--- src/rtl/mod_counter_if.sv ---
// mod_counter_if: control/status bundle between a counter and its user.
// Latency: none; plain wires, no storage.
// Backpressure: none; the user throttles the counter through en only.
interface mod_counter_if #(
    parameter int WIDTH = 3
);
    logic             en;
    logic             up;
    logic             clr;
    logic             load;
    logic [WIDTH-1:0] load_val;
    logic [WIDTH-1:0] cnt;
    logic [WIDTH-1:0] next_cnt;
    logic             tick;
    logic             done;
    logic             wrap;

    // user side: drives the controls, observes count and strobes
    modport master (
        output en, up, clr, load, load_val,
        input  cnt, next_cnt, tick, done, wrap
    );

    // counter side
    modport slave (
        input  en, up, clr, load, load_val,
        output cnt, next_cnt, tick, done, wrap
    );
endinterface

--- src/rtl/mod_counter.sv ---
// mod_counter: modulo-MODULO up/down counter with prescaled enable, sync clear/load and wrap flag.
// Latency: cnt/wrap change one edge after tick; next_cnt, tick and done are combinational.
// Backpressure: none; dropping en freezes both prescaler and count.
// Build option: define MOD_COUNTER_SAT_EN to saturate at the range ends instead of wrapping.
// The connected interface instance must use the same WIDTH as this module.
module mod_counter #(
    parameter int WIDTH    = 3,
    parameter int MODULO   = 8,
    parameter int PRESCALE = 1
) (
    input  logic         clk,
    input  logic         rst_n,
    mod_counter_if.slave bus
);
    localparam int WP1 = WIDTH + 1;
    // prescaler is at least one bit wide so PRESCALE=1 still has a legal register
    localparam int PW  = (PRESCALE > 1) ? $clog2(PRESCALE) : 1;

    // top of range, kept one bit wider so MODULO = 2^WIDTH compares cleanly
    localparam logic [WIDTH:0]   TOP_EXT  = WP1'(MODULO - 1);
    localparam logic [WIDTH-1:0] TOP      = WIDTH'(MODULO - 1);
    localparam logic [PW-1:0]    PRE_LAST = PW'(PRESCALE - 1);

    logic [WIDTH-1:0] cnt_q,  cnt_d;
    logic [PW-1:0]    pre_q,  pre_d;
    logic             wrap_q, wrap_d;

    logic [WIDTH:0]   cnt_ext;
    logic             at_top;
    logic             at_bot;
    logic             boundary;
    logic             tick;
    logic [WIDTH-1:0] inc_val;
    logic [WIDTH-1:0] dec_val;
    logic [WIDTH-1:0] bnd_up_val;
    logic [WIDTH-1:0] bnd_dn_val;
    logic [WIDTH-1:0] next_cnt;
    logic [WIDTH-1:0] load_clamped;

    // step arithmetic, boundary detection, prescaler strobe and load clamp
    always_comb begin
        cnt_ext  = {1'b0, cnt_q};
        at_top   = (cnt_ext == TOP_EXT);
        at_bot   = (cnt_q == '0);
        // the wide add/sub never overflows; the branch below discards the
        // boundary case, so truncating back to WIDTH bits is exact
        inc_val  = WIDTH'(cnt_ext + WP1'(1));
        dec_val  = WIDTH'(cnt_ext - WP1'(1));
        boundary = bus.up ? at_top : at_bot;
        tick     = bus.en && (pre_q == PRE_LAST);

`ifdef MOD_COUNTER_SAT_EN
        // a step at either end is blocked: the count stays put
        bnd_up_val = cnt_q;
        bnd_dn_val = cnt_q;
`else
        // a step at either end wraps to the opposite end of the range
        bnd_up_val = '0;
        bnd_dn_val = TOP;
`endif

        if (bus.up) begin
            next_cnt = at_top ? bnd_up_val : inc_val;
        end else begin
            next_cnt = at_bot ? bnd_dn_val : dec_val;
        end

        // out-of-range load values land on the top of the range
        load_clamped = ({1'b0, bus.load_val} > TOP_EXT) ? TOP : bus.load_val;
    end

    // next-state selection: clear beats load beats a prescaled step
    always_comb begin
        cnt_d  = cnt_q;
        pre_d  = pre_q;
        wrap_d = 1'b0;
        if (bus.clr) begin
            cnt_d = '0;
            pre_d = '0;
        end else if (bus.load) begin
            cnt_d = load_clamped;
            pre_d = '0;
        end else begin
            if (bus.en) begin
                pre_d = (pre_q == PRE_LAST) ? '0 : pre_q + PW'(1);
            end
            if (tick) begin
                cnt_d  = next_cnt;
                // flags the wrapped step, or the blocked step when saturating
                wrap_d = boundary;
            end
        end
    end

    // state registers; reset clears immediately without a clock
    always_ff @(posedge clk or negedge rst_n) begin
        if (!rst_n) begin
            cnt_q  <= '0;
            pre_q  <= '0;
            wrap_q <= 1'b0;
        end else begin
            cnt_q  <= cnt_d;
            pre_q  <= pre_d;
            wrap_q <= wrap_d;
        end
    end

    assign bus.cnt      = cnt_q;
    assign bus.next_cnt = next_cnt;
    assign bus.tick     = tick;
    assign bus.done     = boundary;
    assign bus.wrap     = wrap_q;

endmodule

--- src/flat_wrapper.sv ---
// flat-port wrapper written by rule: the top's interface ports become plain ports
module mod_counter_flat 
#(
    parameter int WIDTH    = 3,
    parameter int MODULO   = 8,
    parameter int PRESCALE = 1
)
  (clk, rst_n, bus_en, bus_up, bus_clr, bus_load, bus_load_val, bus_cnt, bus_next_cnt, bus_tick, bus_done, bus_wrap);
  mod_counter_if #(.WIDTH(WIDTH)) bus_i ();
  input  logic clk;
  input  logic rst_n;
  input wire logic [$bits(bus_i.en)-1:0] bus_en;
  input wire logic [$bits(bus_i.up)-1:0] bus_up;
  input wire logic [$bits(bus_i.clr)-1:0] bus_clr;
  input wire logic [$bits(bus_i.load)-1:0] bus_load;
  input wire logic [$bits(bus_i.load_val)-1:0] bus_load_val;
  output wire logic [$bits(bus_i.cnt)-1:0] bus_cnt;
  output wire logic [$bits(bus_i.next_cnt)-1:0] bus_next_cnt;
  output wire logic [$bits(bus_i.tick)-1:0] bus_tick;
  output wire logic [$bits(bus_i.done)-1:0] bus_done;
  output wire logic [$bits(bus_i.wrap)-1:0] bus_wrap;
  assign bus_i.en = bus_en;
  assign bus_i.up = bus_up;
  assign bus_i.clr = bus_clr;
  assign bus_i.load = bus_load;
  assign bus_i.load_val = bus_load_val;
  assign bus_cnt = bus_i.cnt;
  assign bus_next_cnt = bus_i.next_cnt;
  assign bus_tick = bus_i.tick;
  assign bus_done = bus_i.done;
  assign bus_wrap = bus_i.wrap;
  mod_counter #(.WIDTH(WIDTH), .MODULO(MODULO), .PRESCALE(PRESCALE)) u_core (.clk(clk), .rst_n(rst_n), .bus(bus_i));
endmodule
--- config.mk ---
export PLATFORM = sky130hd
export DESIGN_NAME = mod_counter_flat
export DESIGN_NICKNAME = d
export VERILOG_FILES = /design/src/rtl/mod_counter_if.sv /design/src/rtl/mod_counter.sv /design/src/flat_wrapper.sv
export SDC_FILE = /design/constraint.sdc
export NUM_CORES = 1
export LEC_CHECK = 0
export ABC_AREA = 1
export CELL_PAD_IN_SITES_DETAIL_PLACEMENT = 1
export CELL_PAD_IN_SITES_GLOBAL_PLACEMENT = 1
export CORE_MARGIN = 1.5
export CORE_UTILIZATION = 24
export DETAILED_ROUTE_END_ITERATION = 8
export PLACE_DENSITY_LB_ADDON = 0.1
export SLEW_MARGIN = 25
export SYNTH_ARGS = -nofsm -noshare
export SYNTH_HDL_FRONTEND = slang
export SYNTH_SLANG_ARGS = --single-unit
--- constraint.sdc ---
create_clock -name clk -period 1.6 [get_ports clk]
set_input_delay 0.24 -clock clk [delete_from_list [all_inputs] [get_ports clk]]
set_output_delay 0.24 -clock clk [all_outputs]
set_load 0.01 [all_outputs]
==> impl_results.rst, run 1 <==
.. list-table::
   :header-rows: 1

   * - Metric
     - Value
   * - Highest net fanout along the worst path
     - 3
   * - Chip Width
     - 41.9 um
   * - Sink Count
     - 4
   * - Antenna Diode Count
     - 0
   * - Die height
     - 41.9 um
   * - Post-placement cell area
     - 589 um^2
   * - Final cycle utilization of the critical path
     - 102%
   * - Placer's final routability congestion estimate
     - 0.715
   * - Max-slew violations
     - 0
   * - Max Cap Violations
     - 0
   * - Area of the mapped netlist
     - 363 um^2
   * - Largest buffer count on any clock path
     - 2
   * - Result of the run
     - finished, violations left
   * - Final WL
     - 1160 um
   * - Boundary Pins
     - 18
   * - Net total in the final layout
     - 102
   * - # H-tree levels
     - 1
   * - Pwr/cell area
     - 715 nW/um^2
   * - Pre-CTS worst setup slack
     - -278 ps
   * - Layout area overhead
     - 84.8%
   * - Final core utilization
     - 49.7%
   * - Final Hold Vio Count
     - 0
   * - Core Area
     - 1350 um^2
   * - Number of DRC violations after detailed-routing iteration 0
     - 5
   * - Maximum number of pins on one net before global-route repair
     - 8
   * - Least-Margin Pin Slew
     - 352 ps
   * - Clock Skew
     - 1.56 ps
   * - Highest clock rate
     - 0.614 GHz
   * - Initial antenna violation count
     - 0
   * - Synth Warn #
     - 0
   * - TritonCTS clock tree
     - done
   * - Data required time at the worst endpoint
     - 1360 ps
   * - Number of buffers added by the clock tree synthesis step
     - 3
   * - Post-DRT Antenna Nets
     - 0
   * - Accumulated negative setup slack
     - -69.7 ps
   * - Fraction of layout instances using a drive strength above 1
     - 39.1%
   * - Floorplan row count
     - 13
   * - Cells taking the most area after synthesis
     - sky130_fd_sc_hd__dfrtp_1, sky130_fd_sc_hd__nand2_1, sky130_fd_sc_hd__ha_1
   * - Post-detailed-route via-to-cell ratio
     - 4.24
   * - Final global-route overflow total
     - 0
   * - Final-layout worst hold slack
     - 212 ps
   * - Post-synthesis cell type count
     - 11
   * - Violated checks
     - setup timing
   * - Path type of the worst min-delay path
     - input port to async pin
   * - Area share of the leading cell type in the synthesized netlist
     - 27.6%
   * - Fin worst setup slack
     - -30.0 ps
   * - Critical Path End Type
     - output port
   * - Cell type with the highest aggregate area in the netlist
     - sky130_fd_sc_hd__dfrtp_1
   * - Worst vdd ir
     - 0.335 mV
   * - I/O Buffers
     - 17
   * - RSZ-0062 raised after global routing
     - true
   * - TritonRoute pass-1 iters
     - 3
   * - Fill count
     - 181
   * - Final number of setup-violating endpoints
     - 4
   * - CTS clk-pin slew, worst paths
     - 40 ps
   * - Number of synthesized register bits
     - 4
   * - First-pass GRT wire length
     - 1990 um
   * - Wire length per cell
     - 11.4 um
   * - Count of placed standard cells in the final layout, fillers left out
     - 102
   * - Detailed placer's ending HPWL
     - 856 um
   * - Source-to-sink clock delay at the later pin of the worst-skew pair
     - 240 ps
   * - Leakage dissipation
     - 0.365 nW
   * - Clock period minus worst slack
     - 1630 ps
   * - Number of global-route vias before repair
     - 457
   * - Synthesized netlist net count
     - 72
   * - Crit path kind
     - flip-flop to output port
   * - Overall global routing resource usage
     - 14.9%
   * - Overall power after layout
     - 0.480 mW
   * - Proportion of synthesized chip area in sequential cells
     - 27.6%
   * - Cells after synthesis
     - 59
   * - Post-placement cell count
     - 96
   * - Avg Cell Area, Syn
     - 6.15 um^2
   * - Worst slew margin relative to its limit
     - 76.3%
   * - Die area
     - 1750 um^2
   * - Critical path arrival
     - 1390 ps
   * - CTS root buffer
     - sky130_fd_sc_hd__clkbuf_4
   * - Final cell area excluding filler cells
     - 671 um^2
   * - Launching element type of the critical path
     - flip-flop
   * - Overall via count from detail_route
     - 432
   * - Initial cell density of the core
     - 26.9%
   * - DRC viols
     - 0
==> where the power goes <==
group	internal [mW]	leakage, nW	switching (mW)
registers	0.109	0.0524	0.00821
clock network	0.0844	0.0138	0.0477
logic	0.122	0.299	0.108
==> what timing repair did <==
item | 4_1_cts | 5_1_grt
setup buffers | 2 | 1
cloned | 0 | 0
setup endpoints to repair | 4 | 5
hold buffers | 0 | 0
resized for setup | 28 | 8
pin swaps | 6 | 5
==> worst max-delay path, cell delays in order (launching register included) <==
cell                      delay [ps]
sky130_fd_sc_hd__dfrtp_1         410
sky130_fd_sc_hd__ha_2            200
sky130_fd_sc_hd__ha_4            260
sky130_fd_sc_hd__inv_2            30
sky130_fd_sc_hd__nand2_2          40
sky130_fd_sc_hd__nand2_2          70
sky130_fd_sc_hd__inv_2            50
sky130_fd_sc_hd__buf_6            90
==> cells in the final DEF (no fill, tap or decap), drive strengths merged <==
| master | Yosys | final |
|---|---|---|
| a21oi | 1 | 1 |
| buf | 1 | 13 |
| clkbuf | 0 | 3 |
| clkdlybuf4s50 | 0 | 11 |
| dfrtp | 4 | 4 |
| dlymetal6s2s | 0 | 2 |
| ha | 4 | 4 |
| inv | 11 | 11 |
| nand2 | 25 | 25 |
| nand3b | 1 | 1 |
| nor2 | 8 | 8 |
| o21ai | 4 | 4 |
==> path summary, 6_finish.rpt <==
kind	from	end	slack, ps	cells after the start
min	rst_n	u_core.bus.cnt[1]	210	1
max	u_core.bus.cnt[1]	bus_next_cnt[2]	-30	7
max in group asynchronous	rst_n	u_core.bus.cnt[0]	1210	1
max reg2reg	u_core.bus.cnt[1]	u_core.bus.cnt[2]	-10	11
min in group clk	bus_up	u_core.bus.cnt[0]	590	6
min reg2reg	u_core.bus.cnt[1]	u_core.bus.cnt[1]	660	3
==> cell usage after synthesis, drive strengths merged <==
cell type	instances
nor2	8
dfrtp	4
o21ai	4
nand2	25
nand3b	1
ha	4
inv	11
a21oi	1
buf	1
==> per-layer routing <==
metal / share of wire [%] / GRT usage [%] / wire length (um)
met5: 0 / 0 / 0
met4: 0 / 1.94 / 0
met2: 50 / 26.9 / 576
met3: 5.9 / 5.22 / 68
met1: 44 / 17.1 / 515
==> flip-flops by register name, summed over array words and instances, names as in the netlist <==
register	cells
u_core.bus.wrap	1
u_core.bus.cnt	3
==> area by class of cell <==
cell class	instances	area [um^2]	share of cell area, %
timing repair buffer	26	229	34.1
inverter	11	41.3	6.16
clock buffer	3	22.5	3.36
multi-input combinational	43	259	38.6
tap	15	18.8	2.80
sequential	4	100	14.9
==> kinds of logic after synthesis <==
kind of cell | count (synthesis) | share of synthesized area, %
AND/OR/NAND/NOR | 34 | 36.2
buffers and inverters | 12 | 13.4
AO/OA/AOI/OAI | 5 | 8.97
adder cells (fa/ha/maj) | 4 | 13.8
flip-flops | 4 | 27.6
(Power assumes the default switching activity.)
==> run 2: changes to the inputs <==
--- a/config.mk
+++ b/config.mk
@@ -11,7 +11,9 @@
 export CORE_MARGIN = 1.5
 export CORE_UTILIZATION = 24
 export DETAILED_ROUTE_END_ITERATION = 8
+export GPL_TIMING_DRIVEN = 0
 export PLACE_DENSITY_LB_ADDON = 0.1
+export SKIP_CTS_REPAIR_TIMING = 1
 export SLEW_MARGIN = 25
 export SYNTH_ARGS = -nofsm -noshare
 export SYNTH_HDL_FRONTEND = slang
==> run 2 against run 1 <==
The run still ends with setup timing left. Critical endpoint unchanged. Critical path type unchanged. Critical path depth is the same. Wire length shrank 16%. Cell count shrank 5.9%. Combinational power shrank 22%. Hold slack lost 1.8 ps. Worst setup slack lost 34 ps.
==> impl_results.rst, run 2 (synthesis gave the netlist of run 1 again) <==
.. list-table::
   :header-rows: 1

   * - Metric
     - Value
   * - Sink Count
     - 4
   * - Final WL
     - 978 um
   * - Highest-count cells in the layout ignoring fill and taps
     - sky130_fd_sc_hd__nand2_1, sky130_fd_sc_hd__clkdlybuf4s50_1, sky130_fd_sc_hd__nor2_1
   * - Count of buffering cells on the critical path with inverters included
     - 3
   * - Pwr/cell area
     - 687 nW/um^2
   * - Chip Width
     - 41.9 um
   * - Initial antenna violation count
     - 0
   * - Fraction of layout instances using a drive strength above 1
     - 28.4%
   * - Pre-CTS worst setup slack
     - -334 ps
   * - Core Area
     - 1350 um^2
   * - Largest buffer count on any clock path
     - 2
   * - Setup slack of the worst register-to-register path
     - 230 ps
   * - Highest clock rate
     - 0.601 GHz
   * - Number of flip-flops under the largest register name
     - 3
   * - Seq pwr share
     - 29.4%
   * - Highest net fanout along the worst path
     - 5
   * - Overall power after layout
     - 0.431 mW
   * - Result of the run
     - finished, violations left
   * - Critical Path End Type
     - output port
   * - Post-placement cell count
     - 91
   * - Max stage delay on crit path
     - 460 ps
   * - Crit path kind
     - flip-flop to output port
   * - Fraction of power spent switching nets
     - 33.6%
   * - Post-DRT Antenna Nets
     - 0
   * - Final number of setup-violating endpoints
     - 3
   * - Initial cell density of the core
     - 26.9%
   * - Clock period minus worst slack
     - 1660 ps
   * - Fraction of power consumed by combinational cells
     - 41.6%
   * - Worst vdd ir
     - 0.238 mV
   * - TritonRoute pass-1 iters
     - 2
   * - Antenna Diode Count
     - 0
   * - Clock Skew
     - 0.0412 ps
   * - Ordered cell list for the critical path
     - ha_4 -> ha_4 -> inv_2 -> nand2_1 -> nand2_1 -> inv_1 -> buf_2
   * - Post-detailed-route via-to-cell ratio
     - 4.25
   * - # H-tree levels
     - 1
   * - Most common cell after layout, fill and taps aside
     - sky130_fd_sc_hd__nand2_1
   * - Boundary Pins
     - 18
   * - Leakage dissipation
     - 0.318 nW
   * - Die area
     - 1750 um^2
   * - CTS root buffer
     - sky130_fd_sc_hd__clkbuf_4
   * - Fin worst setup slack
     - -64.4 ps
   * - DRC viols
     - 0
   * - Final Hold Vio Count
     - 0
   * - Max-slew violations
     - 0
   * - Overall via count from detail_route
     - 408
   * - Detailed placer's ending HPWL
     - 729 um
   * - Source-to-sink clock delay at the later pin of the worst-skew pair
     - 230 ps
   * - Launching element type of the critical path
     - flip-flop
   * - Die height
     - 41.9 um
   * - Layout area overhead
     - 72.8%
   * - Final-layout worst hold slack
     - 210 ps
   * - Int Pwr
     - 0.286 mW
   * - I/O Buffers
     - 17
   * - Worst slew margin relative to its limit
     - 77.7%
   * - Data required time at the worst endpoint
     - 1360 ps
   * - Maximum number of pins on one net before global-route repair
     - 8
   * - Library cell contributing the largest single delay on the critical path
     - sky130_fd_sc_hd__dfrtp_2
   * - Max Cap Violations
     - 0
   * - Number of global-route vias before repair
     - 387
   * - Count of placed standard cells in the final layout, fillers left out
     - 96
   * - Final cycle utilization of the critical path
     - 104%
   * - Number of buffers added by the clock tree synthesis step
     - 3
   * - Power share of the clock group
     - 29.0%
   * - RSZ-0062 raised after global routing
     - true
   * - Accumulated negative setup slack
     - -142 ps
   * - Net total in the final layout
     - 96
   * - CTS clk-pin slew, worst paths
     - 40 ps
   * - Overall global routing resource usage
     - 11.7%
   * - Net Switching
     - 0.145 mW
   * - Critical path arrival
     - 1420 ps
   * - Fill count
     - 179
   * - Wire length per cell
     - 10.2 um
   * - TritonCTS clock tree
     - done
   * - Path type of the worst min-delay path
     - input port to async pin
   * - Placer's final routability congestion estimate
     - 0.706
   * - Final global-route overflow total
     - 0
   * - Top cell family by delay on the critical path
     - flip-flops
   * - Floorplan row count
     - 13
   * - Number of DRC violations after detailed-routing iteration 0
     - 2
   * - Violated checks
     - setup timing
   * - First-pass GRT wire length
     - 1540 um
   * - Least-Margin Pin Slew
     - 331 ps
[run 2: final cells by class]
type | count | area (um^2) | area share (%)
clock buffers | 3 | 22.5 | 3.59
flip-flops and latches | 4 | 103 | 16.4
repair buffers | 19 | 168 | 26.7
well taps | 15 | 18.8 | 2.99
plain buffers | 1 | 7.51 | 1.20
multi-input cells | 43 | 264 | 42.1
inverters | 11 | 43.8 | 6.99
[run 2: power by group through the flow]
stage | clock network [mW] | logic (mW) | registers, mW
floorplan | 0 | 0.0783 | 0.123
global placement | 0 | 0.165 | 0.122
detailed placement | 0 | 0.167 | 0.123
CTS | 0.123 | 0.168 | 0.122
global route | 0.134 | 0.205 | 0.128
finish | 0.125 | 0.179 | 0.127
[run 2: through the flow]
| step | util [%] | area [um^2] |
|---|---|---|
| floorplan | - | 363 |
| global placement | 40.9 | 552 |
| detailed placement | 40.9 | 552 |
| CTS | 42.5 | 574 |
| global route | 46.4 | 627 |
| finish | 46.4 | 627 |
[run 2: layer usage]
| metal | up-vias | part of all wire [%] | GRT usage (%) | wire length [um] |
|---|---|---|---|---|
| met5 | - | 0 | 0 | 0 |
| met4 | 0 | 0.82 | 9.68 | 8 |
| met3 | 2 | 4.2 | 1.30 | 41 |
| met2 | 12 | 49 | 16.9 | 478 |
| met1 | 177 | 46 | 15.4 | 449 |
| li1 | 217 | - | - | - |
[run 2: path summary, 6_finish.rpt]
| check | to | startpoint | cells past startpoint |
|---|---|---|---|
| worst max-delay path | bus_next_cnt[2] | u_core.bus.cnt[0] | 7 |
| worst min-delay path | u_core.bus.wrap | rst_n | 1 |
| worst max register to register | u_core.bus.cnt[1] | u_core.bus.cnt[0] | 9 |
| worst min register to register | u_core.bus.cnt[1] | u_core.bus.cnt[1] | 2 |
| max in group asynchronous | u_core.bus.cnt[0] | rst_n | 1 |
| min in group clk | u_core.bus.wrap | bus_en | 3 |
==> run 3: changes to the inputs <==
--- a/config.mk
+++ b/config.mk
@@ -12,7 +12,7 @@
 export CORE_UTILIZATION = 24
 export DETAILED_ROUTE_END_ITERATION = 8
 export GPL_TIMING_DRIVEN = 0
-export PLACE_DENSITY_LB_ADDON = 0.1
+export PLACE_DENSITY = 0.84
 export SKIP_CTS_REPAIR_TIMING = 1
 export SLEW_MARGIN = 25
 export SYNTH_ARGS = -nofsm -noshare
==> run 3 against run 2 <==
The run still ends with setup timing left. Sequential share of layout area fell by 0.69 points. Clock power barely moved. Cell area rose by 4.4%. Count of clock-buffer cells in the layout did not move. Core utilization rose by 2.0 points. Worst setup slack improved by 16 ps. Critical path depth did not move. Via count rose by 5.6%. Power rose by 3.9%. Critical path type unchanged.
==> impl_results.rst, run 3 (synthesis gave the netlist of run 1 again) <==
.. list-table::
   :header-rows: 1

   * - Metric
     - Value
   * - Number of DRC violations after detailed-routing iteration 0
     - 1
   * - Worst vdd ir
     - 0.450 mV
   * - Post-placement cell count
     - 91
   * - Die area
     - 1750 um^2
   * - Initial antenna violation count
     - 0
   * - Count of placed standard cells in the final layout, fillers left out
     - 99
   * - Crit path kind
     - flip-flop to output port
   * - RSZ-0062 raised after global routing
     - true
   * - Wire length per cell
     - 10.4 um
   * - Overall via count from detail_route
     - 431
   * - Fraction of power spent switching nets
     - 33.3%
   * - Highest clock rate
     - 0.607 GHz
   * - Max Cap Violations
     - 0
   * - Final core utilization
     - 48.5%
   * - Post-DRT Antenna Nets
     - 0
   * - Largest buffer count on any clock path
     - 2
   * - Maximum number of pins on one net before global-route repair
     - 8
   * - Violated checks
     - setup timing
   * - Net Switching
     - 0.149 mW
   * - Result of the run
     - finished, violations left
   * - Pwr/cell area
     - 684 nW/um^2
   * - Detailed placer's ending HPWL
     - 752 um
   * - CTS clk-pin slew, worst paths
     - 40 ps
   * - TritonRoute pass-1 iters
     - 4
   * - Post-placement cell area
     - 552 um^2
   * - Highest net fanout along the worst path
     - 4
   * - Final WL
     - 1030 um
   * - Initial cell density of the core
     - 26.9%
   * - Number of global-route vias before repair
     - 385
   * - Int Pwr
     - 0.298 mW
   * - Worst slew margin relative to its limit
     - 77.1%
   * - Power share of the clock group
     - 27.6%
   * - Critical path arrival
     - 1410 ps
   * - Fill count
     - 175
   * - Number of buffers added by the clock tree synthesis step
     - 3
   * - Critical Path End Type
     - output port
   * - Pre-CTS worst setup slack
     - -326 ps
   * - DRC viols
     - 0
   * - Chip Width
     - 41.9 um
   * - Accumulated negative setup slack
     - -121 ps
   * - Boundary Pins
     - 18
   * - Source-to-sink clock delay at the later pin of the worst-skew pair
     - 240 ps
   * - Ordered cell list for the critical path
     - ha_4 -> ha_4 -> inv_2 -> nand2_2 -> nand2_2 -> inv_1 -> buf_2
   * - Final cycle utilization of the critical path
     - 103%
   * - Max stage delay on crit path
     - 450 ps
   * - Highest-count cells in the layout ignoring fill and taps
     - sky130_fd_sc_hd__nand2_1, sky130_fd_sc_hd__clkdlybuf4s50_1, sky130_fd_sc_hd__nor2_1
   * - Final Hold Vio Count
     - 0
   * - Fraction of power consumed by combinational cells
     - 44.3%
   * - TritonCTS clock tree
     - done
   * - Post-detailed-route via-to-cell ratio
     - 4.35
   * - Sink Count
     - 4
   * - # H-tree levels
     - 1
   * - Floorplan row count
     - 13
   * - Core Area
     - 1350 um^2
   * - Final number of setup-violating endpoints
     - 3
   * - Seq pwr share
     - 28.1%
   * - Leakage dissipation
     - 0.332 nW
   * - Least-Margin Pin Slew
     - 340 ps
   * - Net total in the final layout
     - 99
   * - Fin worst setup slack
     - -48.6 ps
   * - Placer's final routability congestion estimate
     - 0.735
   * - Fraction of layout instances using a drive strength above 1
     - 34.5%
   * - Clock period minus worst slack
     - 1650 ps
   * - Antenna Diode Count
     - 0
   * - Data required time at the worst endpoint
     - 1360 ps
   * - Final global-route overflow total
     - 0
   * - Number of flip-flops under the largest register name
     - 3
   * - Die height
     - 41.9 um
   * - CTS root buffer
     - sky130_fd_sc_hd__clkbuf_4
   * - Final cell area excluding filler cells
     - 654 um^2
   * - I/O Buffers
     - 17
   * - Clock Skew
     - 4.57 ps
   * - Library cell contributing the largest single delay on the critical path
     - sky130_fd_sc_hd__dfrtp_2
   * - Layout area overhead
     - 80.3%
   * - Max-slew violations
     - 0
   * - Path type of the worst min-delay path
     - input port to async pin
   * - Launching element type of the critical path
     - flip-flop
   * - First-pass GRT wire length
     - 1500 um
   * - Most common cell after layout, fill and taps aside
     - sky130_fd_sc_hd__nand2_1
   * - Overall global routing resource usage
     - 11.7%
-- run 3: metal layers --
metal / part of all wire [%] / track usage, % / routed length (um) / vias up
met5: 0 / 0 / 0 / -
met4: 0.68 / 5.81 / 7 / 0
met3: 6.0 / 5.22 / 62 / 2
met2: 52 / 19.4 / 534 / 13
met1: 41 / 12.6 / 427 / 190
li1: - / - / - / 226
-- run 3: worst paths after layout --
kind | endpoint | slack [ps] | startpoint | cells past startpoint
worst max register to register | u_core.bus.cnt[1] | 260 | u_core.bus.cnt[0] | 9
min in group clk | u_core.bus.wrap | 310 | bus_en | 3
max in group asynchronous | u_core.bus.cnt[0] | 1210 | rst_n | 1
worst min-delay path | u_core.bus.cnt[2] | 210 | rst_n | 1
worst max-delay path | bus_next_cnt[2] | -50 | u_core.bus.cnt[1] | 7
worst min register to register | u_core.bus.cnt[2] | 640 | u_core.bus.cnt[2] | 2
-- run 3: power by group through the flow --
stage | Combinational (mW) | Clock [mW] | Sequential (mW)
6_report | 0.198 | 0.123 | 0.126
4_1_cts | 0.169 | 0.129 | 0.120
3_3_place_gp | 0.163 | 0 | 0.121
3_5_place_dp | 0.169 | 0 | 0.121
2_1_floorplan | 0.0783 | 0 | 0.123
5_1_grt | 0.221 | 0.136 | 0.128
-- run 3: metrics by stage --
step	total power, mW	hold slack, ps
after floorplan	0.201	-55.6
after global placement	0.284	455
after detailed placement	0.290	452
after CTS	0.419	200
after global routing	0.485	201
final	0.448	207
-- run 3: cell type report --
class                           count  area, um^2  area share [%]
Buffer                              1        7.51            1.15
Timing Repair Buffer               22         190            29.1
Tap cell                           15        18.8            2.87
Multi-Input combinational cell     43         269            41.1
Clock buffer                        3        22.5            3.44
Inverter                           11        43.8            6.69
Sequential cell                     4         103            15.7
-- run 3: worst max-delay path: cells and delay by family, from the launching register on --
kind / cells / cell delay (ps)
adders and majority gates: 2 / 420
buffers and inverters: 3 / 200
DFF: 1 / 450
and+or+nand+nor: 2 / 100
==> RTL change 1, RTL diff (config.mk and constraints of run 3) <==
Add a define of `MOD_COUNTER_SAT_EN`.
--- a/src/rtl/mod_counter.sv
+++ b/src/rtl/mod_counter.sv
@@ -4,4 +4,6 @@
 // Build option: define MOD_COUNTER_SAT_EN to saturate at the range ends instead of wrapping.
 // The connected interface instance must use the same WIDTH as this module.
+`define MOD_COUNTER_SAT_EN
+
 module mod_counter #(
     parameter int WIDTH    = 3,
Function: changed (a bounded check fails within 4 cycles, from zero or initial values and one cycle with rst_n low).
==> RTL change 1 against run 3 <==
- setup slack better by 0.039 ns
- routed wire length is 26% higher
- cell area is 3.1% higher
- sequential cell count stayed put
- synthesized area is 2.4% higher
- maximum frequency is 2.4% higher
- critical path type unchanged
- non-clock buffer count is 1 lower
- total power is 12% higher
- the run still ends with negative setup slack left
==> RTL change 1: results (changes against run 3) <==
Parameter                              Value

Cells and area
  Share of final-layout standard cells stronger than drive strength 1 ... 0.349 (was 0.345)
  Number of flip-flops in the largest register ... 3 (unchanged)
  Antenna Diode Count ... 0 (unchanged)
  Layout fillers ... 195 (was 175)
  Number of nets in the layout ... 100 (was 99)

Drt
  Ratio of routed vias to standard cells ... 4.85 (was 4.35)
  DRC violation total after the first TritonRoute iteration ... 10 (was 1)
  Number of vias in the routed layout ... 495 (was 431)
  Per-cell routed wire length ... 12.8 um (was 10.4 um)

Synthesis
  Top area cells in the synthesized netlist ... sky130_fd_sc_hd__dfrtp_1 (27%), sky130_fd_sc_hd__nand2_1 (20%), sky130_fd_sc_hd__nand3_1 (16%) (was sky130_fd_sc_hd__dfrtp_1 (28%), sky130_fd_sc_hd__nand2_1 (26%), sky130_fd_sc_hd__ha_1 (14%))
  Post-Synthesis Net Count ... 74 (was 72)
  Gate Count Post-Synth ... 62 (was 59)
  Proportion of register bits with asynchronous set or reset after synthesis ... 1.00 (unchanged)
  Seq/Total Area, Yosys ... 0.269 (was 0.276)
  Yosys cell types ... 12 (was 11)
  Cell types with the highest counts after synthesis ... sky130_fd_sc_hd__nand2_1 (20), sky130_fd_sc_hd__nand3_1 (12), sky130_fd_sc_hd__inv_1 (9) (was sky130_fd_sc_hd__nand2_1 (25), sky130_fd_sc_hd__inv_1 (9), sky130_fd_sc_hd__nor2_1 (8))

Power
  Psw ... 0.187 mW (was 0.149 mW)
  Sequential share of power ... 0.262 (was 0.281)
  Maximum vdd ir drop ... 0.000426 V (was 0.000450 V)
  Power in sequential cells ... 0.131 mW (was 0.126 mW)
  Clock power frac ... 0.258 (was 0.276)
  Leakage power ... 0.357 nW (was 0.332 nW)

Critical path
  Crit path capture ... bus_next_cnt[1] (was bus_next_cnt[2])
  Critical Path AT ... 1.37 ns (was 1.41 ns)
  Beginning of the critical path ... u_core.bus.cnt[0] (was u_core.bus.cnt[1])
  Worst Path Max Fanout ... 5 (was 4)

STA
  Highest clock frequency the design can meet ... 621 MHz (was 607 MHz)
  Final hold slack ... 0.201 ns (was 0.207 ns)
  Setup-failing EPs final ... 2 (was 3)
  Transition time at the pin with the least slew margin ... 0.275 ns (was 0.340 ns)
  Fin Clk Skew ... 0.00679 ns (was 0.00457 ns)
  Setup total negative slack ... -0.0108 ns (was -0.121 ns)
  Smallest setup slack after layout ... -0.00947 ns (was -0.0486 ns)

Placed design
  Placement Cell Area ... 562 um2 (was 552 um2)
  RD Place Congestion ... 0.765 (was 0.735)
  HPWL after DPL ... 897 um (was 752 um)
  Placed Cells ... 95 (was 91)
  Worst setup slack before clock tree synthesis ... -0.367 ns (was -0.326 ns)

GRT
  Global-route total usage across every layer ... 0.132 (was 0.117)
  Number of global-route vias before repair ... 458 (was 385)
  Global-route wire length before repair ... 1770 um (was 1500 um)

CTS
  Clock buffer count from CTS ... 3 (unchanged)
  Clk Latency, worst-skew pair ... 0.24 ns (about the same)

Status
  Violated checks ... negative setup slack (unchanged)
  Status ... finished with violations (unchanged)
-- RTL change 1: routing by layer --
| metal | up-vias | GRT usage | share of wire |
|---|---|---|---|
| met4 | 0 | 0.0625 | 0.024 |
| li1 | 243 | - | - |
| met2 | 14 | 0.231 | 0.56 |
| met5 | - | 0 | 0 |
| met3 | 4 | 0.0259 | 0.047 |
| met1 | 234 | 0.153 | 0.37 |
-- RTL change 1: logic make-up after synthesis --
| kind of cell | after synthesis | synth area share |
|---|---|---|
| compound gates | 1 | 0.0135 |
| fa+ha+maj | 3 | 0.101 |
| buf+inv | 11 | 0.121 |
| flops | 4 | 0.269 |
| simple gates | 43 | 0.495 |
-- RTL change 1: layout make-up --
type / count / area (um2) / area share
plain buffers: 1 / 7.51 / 0.0111
clock buffers: 3 / 22.5 / 0.0334
inverters: 10 / 42.5 / 0.0631
multi-input cells: 47 / 294 / 0.436
flip-flops and latches: 4 / 103 / 0.152
well taps: 16 / 20.0 / 0.0297
repair buffers: 21 / 185 / 0.275
==> RTL change 2, RTL diff (config.mk and constraints of run 3) <==
Without the edit above. Make the reset (`rst_n`) synchronous in one clocked block.
--- a/src/rtl/mod_counter.sv
+++ b/src/rtl/mod_counter.sv
@@ -94,5 +94,5 @@
 
     // state registers; reset clears immediately without a clock
-    always_ff @(posedge clk or negedge rst_n) begin
+    always_ff @(posedge clk) begin
         if (!rst_n) begin
             cnt_q  <= '0;
Formal check against the unedited RTL: differs if rst_n is asserted again (counterexample within 4 cycles, from zero or initial values and one cycle with rst_n low); with rst_n held inactive, the same outputs for 10 cycles.
==> RTL change 2 against run 3 <==
- register-to-register slack improved by 0.07 ns
- synthesized area decreased by 17%
- sequential cell count unchanged
- global-route usage increased by 2.1 points
- clock skew about the same
- routed wire length decreased by 15%
- clock power increased by 8%
- cell area decreased by 10%
- maximum frequency increased by 4.2%
- critical path type unchanged
- via count decreased by 12%
- setup slack improved by 0.067 ns
- total power decreased by 20%
- core utilization increased by 3.1 points
- combinational power decreased by 41%
==> RTL change 2: results (changes against run 3) <==
Parameter                              Value

Synthesis
  Post-Synthesis Net Count ... 62 (was 72)
  Compound-Gate Fraction of Synth Area ... 0.0332 (was 0.0897)
  Proportion of register bits with asynchronous set or reset after synthesis ... 0 (was 1.00)
  Share of synthesized cell area in full adder, half adder and majority cells ... 0.166 (was 0.138)
  Area share of xor/xnor cells in the synthesized design ... 0.0290 (was 0)
  Most instantiated flip-flop cell in the synthesis netlist ... sky130_fd_sc_hd__dfxtp_1 (was sky130_fd_sc_hd__dfrtp_1)
  Cell types with the highest counts after synthesis ... sky130_fd_sc_hd__nand2_1 (25), sky130_fd_sc_hd__inv_1 (6), sky130_fd_sc_hd__dfxtp_1 (4), sky130_fd_sc_hd__ha_1 (4), sky130_fd_sc_hd__nor2_1 (4) (was sky130_fd_sc_hd__nand2_1 (25), sky130_fd_sc_hd__inv_1 (9), sky130_fd_sc_hd__nor2_1 (8))
  Top area cells in the synthesized netlist ... sky130_fd_sc_hd__nand2_1 (31%), sky130_fd_sc_hd__dfxtp_1 (27%), sky130_fd_sc_hd__ha_1 (17%) (was sky130_fd_sc_hd__dfrtp_1 (28%), sky130_fd_sc_hd__nand2_1 (26%), sky130_fd_sc_hd__ha_1 (14%))
  Post-synthesis average cell area ... 6.15 um2 (about the same)
  Seq/Total Area, Yosys ... 0.266 (was 0.276)
  Yosys cell types ... 10 (was 11)

STA
  Fin Clk Skew ... 0.00414 ns (was 0.00457 ns)
  Setup-failing EPs final ... 0 (was 3)
  Worst slew slack as a fraction of its limit ... 0.807 (was 0.771)

Cells and area
  Layout fillers ... 159 (was 175)
  Non-filler cells, final ... 86 (was 99)
  Number of nets in the layout ... 87 (was 99)
  Share of final-layout standard cells stronger than drive strength 1 ... 0.278 (was 0.345)

Critical path
  Top cell family by delay on the critical path ... adder cells (was flip-flops)
  Longest individual stage delay on the worst path ... 0.38 ns (was 0.45 ns)
  Worst Path Max Fanout ... 5 (was 4)
  Critical Path AT ... 1.34 ns (was 1.41 ns)
  Slowest stage cell, crit path ... sky130_fd_sc_hd__dfxtp_4 (was sky130_fd_sc_hd__dfrtp_2)

Placed design
  HPWL after DPL ... 615 um (was 752 um)
  Placed Cells ... 80 (was 91)
  Placement Cell Area ... 489 um2 (was 552 um2)
  RD Place Congestion ... 0.725 (was 0.735)

GRT
  Global-route total usage across every layer ... 0.138 (was 0.117)
  Global-route wire length before repair ... 1300 um (was 1500 um)
  Number of global-route vias before repair ... 338 (was 385)

Status
  Status ... finished clean (was finished with violations)

Drt
  Ratio of routed vias to standard cells ... 4.43 (was 4.35)
  Per-cell routed wire length ... 10.2 um (was 10.4 um)
  Number of detailed-route iterations in the first pass ... 2 (was 4)

Power
  Maximum vdd ir drop ... 0.000360 V (was 0.000450 V)
  Internal portion of total power ... 0.254 mW (was 0.298 mW)
  Leakage power ... 0.290 nW (was 0.332 nW)

Worst hold path
  Tightest Hold Check Type ... input port to flop (was input port to async pin)

CTS
  Clock-pin transition on the worst setup and hold timing paths ... 0.04 ns (about the same)
==> RTL change 2: power groups by stage <==
stage          clock network [mW]  registers (mW)  logic, mW
2_1_floorplan                   0           0.112     0.0398
3_3_place_gp                    0           0.111      0.102
3_5_place_dp                    0           0.111      0.103
4_1_cts                     0.142           0.110      0.104
5_1_grt                     0.152           0.110      0.129
6_report                    0.133           0.110      0.116
==> RTL change 2: cells by family after synthesis <==
family / Yosys count
adders and majority gates: 4
xor gates and xnor gates: 1
and+or+nand+nor: 31
AOI/OAI and AO/OA: 2
DFF: 4
buffers and inverters: 7
==> RTL change 2: layout make-up <==
class / count / area (um2) / area share
Tap cell: 14 / 17.5 / 0.0298
Timing Repair Buffer: 20 / 183 / 0.311
Clock buffer: 3 / 22.5 / 0.0383
Multi-Input combinational cell: 38 / 248 / 0.421
Inverter: 6 / 22.5 / 0.0383
Sequential cell: 4 / 87.6 / 0.149
Buffer: 1 / 7.51 / 0.0128
==> RTL change 2: layer usage <==
metal,GRT usage,vias up,wire (um)
li1,-,197,-
met1,0.150,169,354
met2,0.203,12,440
met3,0.0872,3,65
met4,0.0776,0,17
met5,0,-,0
==> RTL change 2: final timing paths <==
path	cells past startpoint	endpoint	slack, ns	startpoint
worst max-delay path	5	bus_next_cnt[2]	0.02	u_core.bus.cnt[0]
worst min-delay path	5	u_core.bus.cnt[0]	0.62	bus_load_val[0]
worst max register to register	10	u_core.bus.cnt[0]	0.33	u_core.bus.cnt[0]
worst min register to register	4	u_core.bus.cnt[2]	0.63	u_core.bus.cnt[2]
==> RTL change 2: per-stage QoR <==
step           setup slack, ns  hold WS [ns]
6_report                0.0183         0.621
5_1_grt                -0.0368         0.648
2_1_floorplan           0.0832         0.420
3_5_place_dp            -0.440         0.587
3_3_place_gp            -0.444         0.568
4_1_cts                 -0.726         0.595
